File: config.mk
export PLATFORM = sky130hd
export DESIGN_NAME = sync_to_axis_framer
export DESIGN_NICKNAME = d
export VERILOG_FILES = /design/src/rtl/sync_to_axis_framer.sv
export SDC_FILE = /design/constraint.sdc
export NUM_CORES = 1
export LEC_CHECK = 0
export BUFFER_PORTS_ARGS = -buffer_cell sky130_fd_sc_hd__clkbuf_2
export CELL_PAD_IN_SITES_DETAIL_PLACEMENT = 1
export CELL_PAD_IN_SITES_GLOBAL_PLACEMENT = 1
export CORE_MARGIN = 2
export CORE_UTILIZATION = 55
export CTS_CLUSTER_DIAMETER = 150
export DETAILED_ROUTE_END_ITERATION = 16
export GPL_TIMING_DRIVEN = 0
export PLACE_DENSITY = 0.93
export SYNTH_ARGS = -nofsm -noshare
export SYNTH_HDL_FRONTEND = slang
export SYNTH_SLANG_ARGS = --single-unit
File: constraint.sdc
create_clock -name eim_clk -period 11.46 [get_ports eim_clk]
set_input_delay 1.146 -clock eim_clk [delete_from_list [all_inputs] [get_ports eim_clk]]
set_output_delay 1.146 -clock eim_clk [all_outputs]
set_load 0.02 [all_outputs]
File: src/rtl/sync_to_axis_framer.sv
`timescale 1ns/1ps
`default_nettype none
// ============================================================================
// Module   : sync_to_axis_framer
// Purpose  : Turns the sync-qualified pixel stream of the eim_clk read path
//            into an AXI4-Stream video stream. Pixels are tagged with tuser
//            (first pixel of frame) and tlast (last pixel of line) and queued
//            in a small first-word-fall-through FIFO so the sink may apply
//            backpressure. Also owns the pixel/line counters that the timing
//            generator consumes.
// Ports    : eim_clk/eim_rst      clock, synchronous active-high reset
//            sig_vsync/sig_hsync  frame/line active from the timing generator
//            pix_data/pix_valid   pixel input, qualified by both syncs
//            max_h/max_v_count    frame geometry, latched at vsync rise
//            m_axis_*             AXI4-Stream master (tdata/tvalid/tready/
//                                 tuser/tlast)
//            s_h_count/s_v_count  registered pixel/line position
//            frame_done           one-cycle pulse after the last pixel
//            *_err / err_clr      sticky error flags and their clear
// Revision : 1.0 - initial release
// ============================================================================
module sync_to_axis_framer #(
  parameter int DATA_W     = 16,
  parameter int FIFO_DEPTH = 16
) (
  input  logic              eim_clk,
  input  logic              eim_rst,
  input  logic              sig_vsync,
  input  logic              sig_hsync,
  input  logic [DATA_W-1:0] pix_data,
  input  logic              pix_valid,
  input  logic [15:0]       max_h_count,
  input  logic [15:0]       max_v_count,
  output logic [DATA_W-1:0] m_axis_tdata,
  output logic              m_axis_tvalid,
  input  logic              m_axis_tready,
  output logic              m_axis_tuser,
  output logic              m_axis_tlast,
  output logic [15:0]       s_h_count,
  output logic [15:0]       s_v_count,
  output logic              frame_done,
  output logic              overflow_err,
  output logic              short_line_err,
  output logic              short_frame_err,
  input  logic              err_clr
);

  localparam int AW = $clog2(FIFO_DEPTH);
  localparam int PW = AW + 1;       // extra bit separates full from empty
  localparam int EW = DATA_W + 2;   // {tuser, tlast, tdata}

  typedef enum logic [1:0] {
    ST_IDLE   = 2'd0,
    ST_LINE   = 2'd1,
    ST_ACTIVE = 2'd2,
    ST_PAD    = 2'd3
  } state_t;

  state_t      state_q;
  logic        vsync_1d_q;
  logic [15:0] h_q;
  logic [15:0] v_q;
  logic [15:0] h_lim_q;
  logic [15:0] v_lim_q;
  logic        frame_done_q;
  logic        overflow_err_q;
  logic        short_line_err_q;
  logic        short_frame_err_q;

  logic [EW-1:0] mem_q [FIFO_DEPTH];
  logic [PW-1:0] wr_ptr_q;
  logic [PW-1:0] rd_ptr_q;
  logic [PW-1:0] wr_ptr_d;
  logic [PW-1:0] rd_ptr_d;

  logic          w_vs_rise;
  logic          w_accept;
  logic          w_pad_step;
  logic          w_advance;
  logic          w_line_end;
  logic          w_frame_end;
  logic          w_short_line;
  logic          w_short_frame;
  logic          w_full;
  logic          w_empty;
  logic          w_wr_en;
  logic          w_pop;
  logic [EW-1:0] w_wr_entry;
  logic [EW-1:0] w_rd_entry;

  // ---------------------------------------------------------------------------
  // Event decode
  // ---------------------------------------------------------------------------
  assign w_vs_rise = sig_vsync && !vsync_1d_q;

  assign w_accept = pix_valid && sig_vsync && sig_hsync &&
                    ((state_q == ST_LINE) || (state_q == ST_ACTIVE));

  // Padding never drops: it simply waits while the FIFO is full.
  assign w_pad_step = (state_q == ST_PAD) && sig_vsync && !w_full;

  // A dropped pixel still advances the position so tlast stays aligned.
  assign w_advance   = w_accept || w_pad_step;
  assign w_line_end  = w_advance && (h_q == h_lim_q - 16'd1);
  assign w_frame_end = w_line_end && (v_q == v_lim_q - 16'd1);

  assign w_short_frame = (state_q != ST_IDLE) && !sig_vsync;
  assign w_short_line  = (state_q == ST_ACTIVE) && sig_vsync && !sig_hsync &&
                         (h_q != 16'd0) && (h_q < h_lim_q);

  // Full/empty look at the pre-pop state, so a write into a full FIFO is
  // dropped even when a pop happens in the same cycle.
  assign w_empty = (wr_ptr_q == rd_ptr_q);
  assign w_full  = (wr_ptr_q[AW] != rd_ptr_q[AW]) &&
                   (wr_ptr_q[AW-1:0] == rd_ptr_q[AW-1:0]);

  assign w_wr_en = w_advance && !w_full && !eim_rst;
  assign w_pop   = !w_empty && m_axis_tready;

  always_comb begin
    w_wr_entry              = '0;
    w_wr_entry[EW-1]        = (h_q == 16'd0) && (v_q == 16'd0);
    w_wr_entry[EW-2]        = (h_q == h_lim_q - 16'd1);
    w_wr_entry[DATA_W-1:0]  = (state_q == ST_PAD) ? '0 : pix_data;
  end

  always_comb begin
    wr_ptr_d = wr_ptr_q;
    rd_ptr_d = rd_ptr_q;
    if (w_wr_en) begin
      wr_ptr_d = wr_ptr_q + PW'(1);
    end
    if (w_pop) begin
      rd_ptr_d = rd_ptr_q + PW'(1);
    end
  end

  // ---------------------------------------------------------------------------
  // Framing FSM, position counters and sticky errors
  // ---------------------------------------------------------------------------
  always_ff @(posedge eim_clk) begin
    if (eim_rst) begin
      state_q           <= ST_IDLE;
      vsync_1d_q        <= 1'b0;
      h_q               <= 16'd0;
      v_q               <= 16'd0;
      h_lim_q           <= 16'd1;
      v_lim_q           <= 16'd1;
      frame_done_q      <= 1'b0;
      overflow_err_q    <= 1'b0;
      short_line_err_q  <= 1'b0;
      short_frame_err_q <= 1'b0;
    end else begin
      vsync_1d_q   <= sig_vsync;
      frame_done_q <= 1'b0;

      case (state_q)
        ST_IDLE: begin
          if (w_vs_rise) begin
            // Geometry is frozen for the whole frame; zero means one.
            h_lim_q <= (max_h_count == 16'd0) ? 16'd1 : max_h_count;
            v_lim_q <= (max_v_count == 16'd0) ? 16'd1 : max_v_count;
            h_q     <= 16'd0;
            v_q     <= 16'd0;
            state_q <= ST_LINE;
          end
        end
        default: begin
          if (w_short_frame) begin
            h_q     <= 16'd0;
            v_q     <= 16'd0;
            state_q <= ST_IDLE;
          end else if (w_advance) begin
            if (w_line_end) begin
              h_q <= 16'd0;
              if (w_frame_end) begin
                v_q          <= 16'd0;
                frame_done_q <= 1'b1;
                state_q      <= ST_IDLE;
              end else begin
                v_q     <= v_q + 16'd1;
                state_q <= ST_LINE;
              end
            end else begin
              h_q <= h_q + 16'd1;
              if (state_q == ST_LINE) begin
                state_q <= ST_ACTIVE;
              end
            end
          end else if (w_short_line) begin
            state_q <= ST_PAD;
          end
        end
      endcase

      // A new error event in the clearing cycle keeps the flag set.
      overflow_err_q    <= (overflow_err_q && !err_clr) || (w_accept && w_full);
      short_line_err_q  <= (short_line_err_q && !err_clr) || w_short_line;
      short_frame_err_q <= (short_frame_err_q && !err_clr) || w_short_frame;
    end
  end

  // ---------------------------------------------------------------------------
  // Output FIFO (registered storage, no write-to-read bypass)
  // ---------------------------------------------------------------------------
  always_ff @(posedge eim_clk) begin
    if (eim_rst) begin
      wr_ptr_q <= '0;
      rd_ptr_q <= '0;
    end else begin
      wr_ptr_q <= wr_ptr_d;
      rd_ptr_q <= rd_ptr_d;
    end
  end

  always_ff @(posedge eim_clk) begin
    if (w_wr_en) begin
      mem_q[wr_ptr_q[AW-1:0]] <= w_wr_entry;
    end
  end

  assign w_rd_entry = mem_q[rd_ptr_q[AW-1:0]];

  // Payload is forced to zero while empty so the bus is quiet after reset.
  assign m_axis_tvalid = !w_empty;
  assign m_axis_tdata  = w_empty ? '0   : w_rd_entry[DATA_W-1:0];
  assign m_axis_tuser  = w_empty ? 1'b0 : w_rd_entry[EW-1];
  assign m_axis_tlast  = w_empty ? 1'b0 : w_rd_entry[EW-2];

  assign s_h_count       = h_q;
  assign s_v_count       = v_q;
  assign frame_done      = frame_done_q;
  assign overflow_err    = overflow_err_q;
  assign short_line_err  = short_line_err_q;
  assign short_frame_err = short_frame_err_q;

endmodule
`default_nettype wire
==> summary.txt, run 1 <==
unrepaired setup endpoints after global routing: no
vias: 10,800
type of destination of the critical path: primary output
Internal Dissipation: 2360 µW
Die Y: 176 µm
worst r2r dst: s_v_count[11]
aggregate global routing overflow: 0
Syn Nets: 1,215
Max Cap Viol: 0
leading cell type in the layout, fill and taps excluded: sky130_fd_sc_hd__edfxtp_1
DRC Markers: 0
maximum number of buffers from clock root to sink: 3
final-report max-slew violation count: 0
final hold viol count: 0
combined area of all synthesized cells: 16,300 µm²
num ports: 110
number of hold-repair buffers added at the cts stage: 0
worst setup path end: m_axis_tdata[15]
slew margin rel.: 0.168
vias per std cell: 6.29
final wirelength: 47,900 µm
synthesized flop and latch total: 373
Final period util: 0.425
maximum number of pins on one net before global-route repair: 23
cell with the largest stage delay on the worst path: sky130_fd_sc_hd__buf_1
nature of the critical path startpoint: flop
Register Area: 10,300 µm²
# clock sinks: 373
antenna violation net count after detailed routing: 0
floorplan die area: 31,100 µm²
Final Hold Slack: 0.477 ns
maximum level of the CTS H-tree: 2
commonest cells after routing, fill and taps aside: sky130_fd_sc_hd__edfxtp_1, sky130_fd_sc_hd__clkbuf_2, sky130_fd_sc_hd__nand2_1
critical path required time: 10.31 ns
Clk Latency, worst-skew pair: 0.55 ns
fraction of power consumed by the clock network: 0.416
register area share after synthesis: 0.633
count of input and output buffers: 108
Final Wtd Congestion: 0.837
EDFF count, synth: 288
worst-margin pin slew: 1.24 ns
effective utilization at floorplan: 0.554
clock input transition at the sequential cells of the worst setup and hold paths: 0.06 ns
crit path time final: 4.87 ns
Reg2Reg Launch Point: h_lim_q[0]
global-route wire length before repair: 71,300 µm
die width: 176 µm
proportion of power drawn by flip-flops and latches: 0.482
average cell area after synthesis: 14.5 µm²
power dissipated by switching net loads: 772 µW
number of cells traversed by the worst register-to-register path: 13
Post-Syn Instances: 1,130
final setup violation count: 0
number of distinct library cells after synthesis: 61
number of rows created at floorplan: 63
outcome: completed
Routed wire per std cell: 27.9 µm
combinational share of power: 0.101
Diodes inserted: 0
root cell of the clock tree: sky130_fd_sc_hd__clkbuf_16
maximum fanout encountered on the critical timing path: 10
YS warnings: 0
combined global-route utilization of all metal layers: 0.315
async set-reset flop share out of synthesis: 0
share of final-layout standard cells stronger than drive strength 1: 0.242
peak ir drop on the vdd network: 0.102 mV
Num CTS Buffers: 40
initial antenna violation count: 0
core region area: 29,500 µm²
number of detailed-routing iterations run before antenna repair: 6
top flip-flop cell by instance count after synthesis: sky130_fd_sc_hd__edfxtp_1
PostCTS Resize Cnt: 0
area occupied by multi-input gates: 5670 µm²
arrival time reported for the critical path endpoint: 3.73 ns
Static Leak: 0.00660 µW
category of the critical setup timing path: flop to primary output
Layout area overhead: 16.4%
cell-by-cell listing of the critical path: clkbuf_1, buf_1, mux4_2, mux4_2, nor2b_1, clkbuf_2
CP dominant cell by count: sky130_fd_sc_hd__mux4_2
clock tree from TritonCTS: done
hpwl dp: 30,800 µm
largest clock skew in the final design: 0.0206 ns
maximum single-stage delay on the critical path: 0.91 ns
path category of the worst min-delay check: flop to flop
number of global-route vias before repair: 11,200
achievable frequency: 205 MHz
Power, Total: 3130 µW
count of filler cells inserted in the layout: 2,809
detailed router's first-iteration violation count: 1,008
origin of the worst min-delay path: v_lim_q[15]
Post-CTS Setup Inserts: 0
switch share: 0.246
Reg2Reg Setup Slack: 6.98 ns
PwrDens: 165 nW/µm²
Final TNS setup: 0 ns
Layout Nets: 1,384
[worst max-delay path, delay by kind of cell, from the launching register on]
kind	cells	cell delay, ns
buffers and inverters	3	1.54
flip-flops	1	0.32
multiplexers	2	1.14
AND/OR/NAND/NOR	1	0.19
[kinds of logic after synthesis]
group           count (synthesis)  share of synthesized area
compound gates                111                     0.0477
mux                            97                      0.128
simple gates                  360                      0.111
fa+ha+maj                      30                     0.0230
xor+xnor                       63                     0.0338
buf+inv                        96                     0.0230
flops                         373                      0.633
[per-layer routing]
metal | wire length, µm | vias to the layer above | global-route usage
li1 | - | 4647 | -
met1 | 17900 | 5511 | 0.396
met2 | 24900 | 532 | 0.549
met3 | 3370 | 129 | 0.0510
met4 | 1810 | 0 | 0.126
met5 | 0 | - | 0
[how the worst min path moves through the flow]
stage | endpoint | depth (start not counted)
floorplan | v_lim_q[15] | 2
global placement | overflow_err | 2
detailed placement | overflow_err | 2
CTS | v_lim_q[15] | 2
global route | v_lim_q[15] | 2
finish | v_lim_q[15] | 2
[cell type report]
| class | count | share of cell area |
|---|---|---|
| Clock buffer | 57 | 0.0608 |
| Multi-Input combinational cell | 661 | 0.298 |
| Sequential cell | 373 | 0.544 |
| Clock inverter | 16 | 0.00862 |
| Buffer | 62 | 0.0131 |
| Timing Repair Buffer | 127 | 0.0428 |
| Inverter | 34 | 0.00671 |
| Tap cell | 390 | 0.0257 |
[cell usage after synthesis, drive strengths merged, types with 16 or more instances]
| master | number | area share |
|---|---|---|
| buf | 18 | 0.0051 |
| dfxtp | 85 | 0.10 |
| a21oi | 44 | 0.013 |
| nor4 | 19 | 0.0080 |
| inv | 34 | 0.0078 |
| edfxtp | 288 | 0.53 |
| nor2 | 86 | 0.020 |
| nand4 | 16 | 0.0061 |
| and3 | 20 | 0.0077 |
| xor2 | 34 | 0.018 |
| nor3 | 21 | 0.0064 |
| clkbuf | 44 | 0.010 |
| xnor2 | 29 | 0.016 |
| mux4 | 90 | 0.12 |
| nand2 | 100 | 0.023 |
| nor2b | 41 | 0.016 |
| ha | 30 | 0.023 |
[metrics by stage]
step	setup slack [ns]	cell area [µm²]	util	std cells
6_report	6.59	19000	0.645	1720
5_1_grt	6.38	19000	0.645	1720
4_1_cts	6.39	19000	0.644	1719
3_5_place_dp	6.75	17700	0.600	1646
3_3_place_gp	5.29	17400	0.589	1628
2_1_floorplan	7.28	16300	-	1130
[power by group through the flow]
stage | Combinational, µW | Sequential (µW) | Clock (µW)
floorplan | 216 | 1530 | 0
global placement | 291 | 1540 | 0
detailed placement | 310 | 1540 | 0
CTS | 315 | 1510 | 1310
global route | 349 | 1510 | 1360
finish | 318 | 1510 | 1310
[flip-flops by register name, indices dropped and copies added (netlist names), named ones only]
signal,flops
overflow_err,1
state_q,2
s_h_count,16
rd_ptr_q,5
h_lim_q,16
wr_ptr_q,5
v_lim_q,16
s_v_count,16
frame_done,1
mem_q,288
short_line_err,1
short_frame_err,1
vsync_1d_q,1
(Power assumes the default switching activity.)
==> run 2: changes to the inputs <==
Settings changed: CORE_UTILIZATION 55 to 51, PLACE_DENSITY 0.93 to 0.88.
Clock period 11.46 ns to 4.8 ns, I/O delays scaled along.
==> run 2 against run 1 <==
Cell count grew 0.47%; sequential cell count is the same; clock skew shrank 0.00069 ns; sequential power grew 140%; core utilization shrank 4.5 points; die area grew 7.7%; clock-buffer cell count shrank 4; sequential share of layout area grew 0.26 points; critical path depth grew 7; via count shrank 3.7%.
==> summary.txt, run 2 (synthesized netlist as in run 1, its figures left out) <==
Power, Total: 7230 µW
final-report max-slew violation count: 0
clock tree from TritonCTS: done
path category of the worst min-delay check: primary input to flop
global-route wire length before repair: 66,300 µm
Num CTS Buffers: 39
cell with the largest stage delay on the worst path: sky130_fd_sc_hd__a211oi_4
maximum single-stage delay on the critical path: 0.79 ns
slew margin rel.: 0.211
CP dominant cell by count: sky130_fd_sc_hd__buf_2
worst setup slack after placement: 0.403 ns
floorplan die area: 33,500 µm²
number of global-route vias before repair: 11,200
maximum number of pins on one net before global-route repair: 23
PwrDens: 382 nW/µm²
Static Leak: 0.00654 µW
vias: 10,400
Max Cap Viol: 0
Clk Latency, worst-skew pair: 0.54 ns
crit path time final: 4.44 ns
PostCTS Resize Cnt: 0
core region area: 31,600 µm²
leading cell type in the layout, fill and taps excluded: sky130_fd_sc_hd__edfxtp_1
cell family with the largest share of critical-path delay: compound AO/OA/AOI/OAI gates
critical path required time: 5.21 ns
antenna violation net count after detailed routing: 0
count of input and output buffers: 108
aggregate global routing overflow: 0
effective utilization at floorplan: 0.518
unrepaired setup endpoints after global routing: no
clock input transition at the sequential cells of the worst setup and hold paths: 0.06 ns
category of the critical setup timing path: flop to flop
combined global-route utilization of all metal layers: 0.266
worst r2r dst: s_v_count[9]
number of flip-flops in the largest register: 288
share of final-layout standard cells stronger than drive strength 1: 0.238
Worst Hold Path Cells: 3
type of destination of the critical path: flop
Final Util: 0.600
detailed router's first-iteration violation count: 676
commonest cells after routing, fill and taps aside: sky130_fd_sc_hd__edfxtp_1, sky130_fd_sc_hd__clkbuf_2, sky130_fd_sc_hd__nand2_1
nature of the critical path startpoint: flop
maximum fanout encountered on the critical timing path: 22
Die Y: 183 µm
root cell of the clock tree: sky130_fd_sc_hd__clkbuf_16
hpwl dp: 30,000 µm
Register Area: 10,300 µm²
final setup violation count: 0
Routed wire per std cell: 25.1 µm
placed cell count: 1,660
Reg2Reg Setup Slack: 0.36 ns
number of buffer and inverter instances along the worst setup path: 4
count of filler cells inserted in the layout: 3,043
non-filler cells in the finished layout: 1,728
achievable frequency: 225 MHz
number of hold-repair buffers added at the cts stage: 0
Final Wtd Congestion: 0.852
worst-margin pin slew: 1.18 ns
area occupied by multi-input gates: 5670 µm²
initial antenna violation count: 0
arrival time reported for the critical path endpoint: 4.85 ns
final wirelength: 43,400 µm
largest clock skew in the final design: 0.0199 ns
# clock sinks: 373
Diodes inserted: 0
peak ir drop on the vdd network: 0.259 mV
Post-CTS Setup Inserts: 0
origin of the worst min-delay path: max_h_count[3]
Reg2Reg Launch Point: h_lim_q[0]
vias per std cell: 6.03
Final period util: 0.926
number of rows created at floorplan: 65
die width: 183 µm
DRC Markers: 0
number of detailed-routing iterations run before antenna repair: 5
cell-by-cell listing of the critical path: inv_1, ha_1, buf_2, or4b_2, clkbuf_1, nor4_1, nor4b_1, o22ai_1, a211oi_4, a31oi_1, buf_2, and3_1, a221o_1
Layout area overhead: 15.8%
final hold viol count: 0
hold worst-path end: h_lim_q[3]
final worst setup slack: 0.357 ns
num ports: 110
maximum level of the CTS H-tree: 2
Layout Nets: 1,384
number of cells traversed by the worst register-to-register path: 13
maximum number of buffers from clock root to sink: 3
outcome: completed
[run 2: cell types whose count changed in the layout (fill, tap and decap cells not counted), sizes merged]
cell      before  now
clkinv         9   11
clkbuf       209  205
clkinvlp       3    2
buf           37   38
inv           36   34
[run 2: per-layer routing]
metal / global-route usage / part of all wire / up-vias
li1: - / - / 4643
met1: 0.328 / 0.39 / 5285
met2: 0.473 / 0.52 / 401
met3: 0.0423 / 0.061 / 88
met4: 0.0976 / 0.030 / 0
met5: 0 / 0 / -
[run 2: area by class of cell]
type / instances / share of cell area
Timing Repair Buffer: 128 / 0.0440
Inverter: 34 / 0.00674
Buffer: 62 / 0.0132
Tap cell: 402 / 0.0266
Multi-Input combinational cell: 661 / 0.300
Clock inverter: 15 / 0.00780
Clock buffer: 53 / 0.0555
Sequential cell: 373 / 0.547
[run 2: how the worst max path moves through the flow]
| stage | start | to | slack [ns] | depth (start not counted) |
|---|---|---|---|---|
| 2_1_floorplan | wr_ptr_q[2] | mem_q[3][0] | 1.17 | 8 |
| 3_3_place_gp | sig_vsync | mem_q[3][12] | -0.69 | 7 |
| 5_1_grt | h_lim_q[1] | s_v_count[9] | 0.02 | 13 |
| 3_5_place_dp | h_lim_q[0] | s_v_count[7] | 0.40 | 13 |
| 6_report | h_lim_q[0] | s_v_count[9] | 0.36 | 13 |
| 4_1_cts | h_lim_q[0] | s_v_count[9] | 0.36 | 13 |
[run 2: power breakdown]
| part | leakage (µW) | switching, µW | internal [µW] |
|---|---|---|---|
| combinational | 0.00269 | 466 | 282 |
| clock | 0.000580 | 1230 | 1650 |
| sequential | 0.00328 | 53.5 | 3560 |
[run 2: tightest hold or removal path, delay by kind of cell]
family,cells,cell delay [ns]
AO/OA/AOI/OAI,1,0.05
AND/OR/NAND/NOR,1,0.05
buffers and inverters,1,0.09
[run 2: through the flow]
step	hold WS, ns	area (µm²)	setup TNS [ns]
floorplan	0.448	16300	0
global placement	0.463	17400	-40.40
detailed placement	0.470	17700	0
CTS	0.158	18900	0
global route	0.179	18900	0
finish	0.183	18900	0
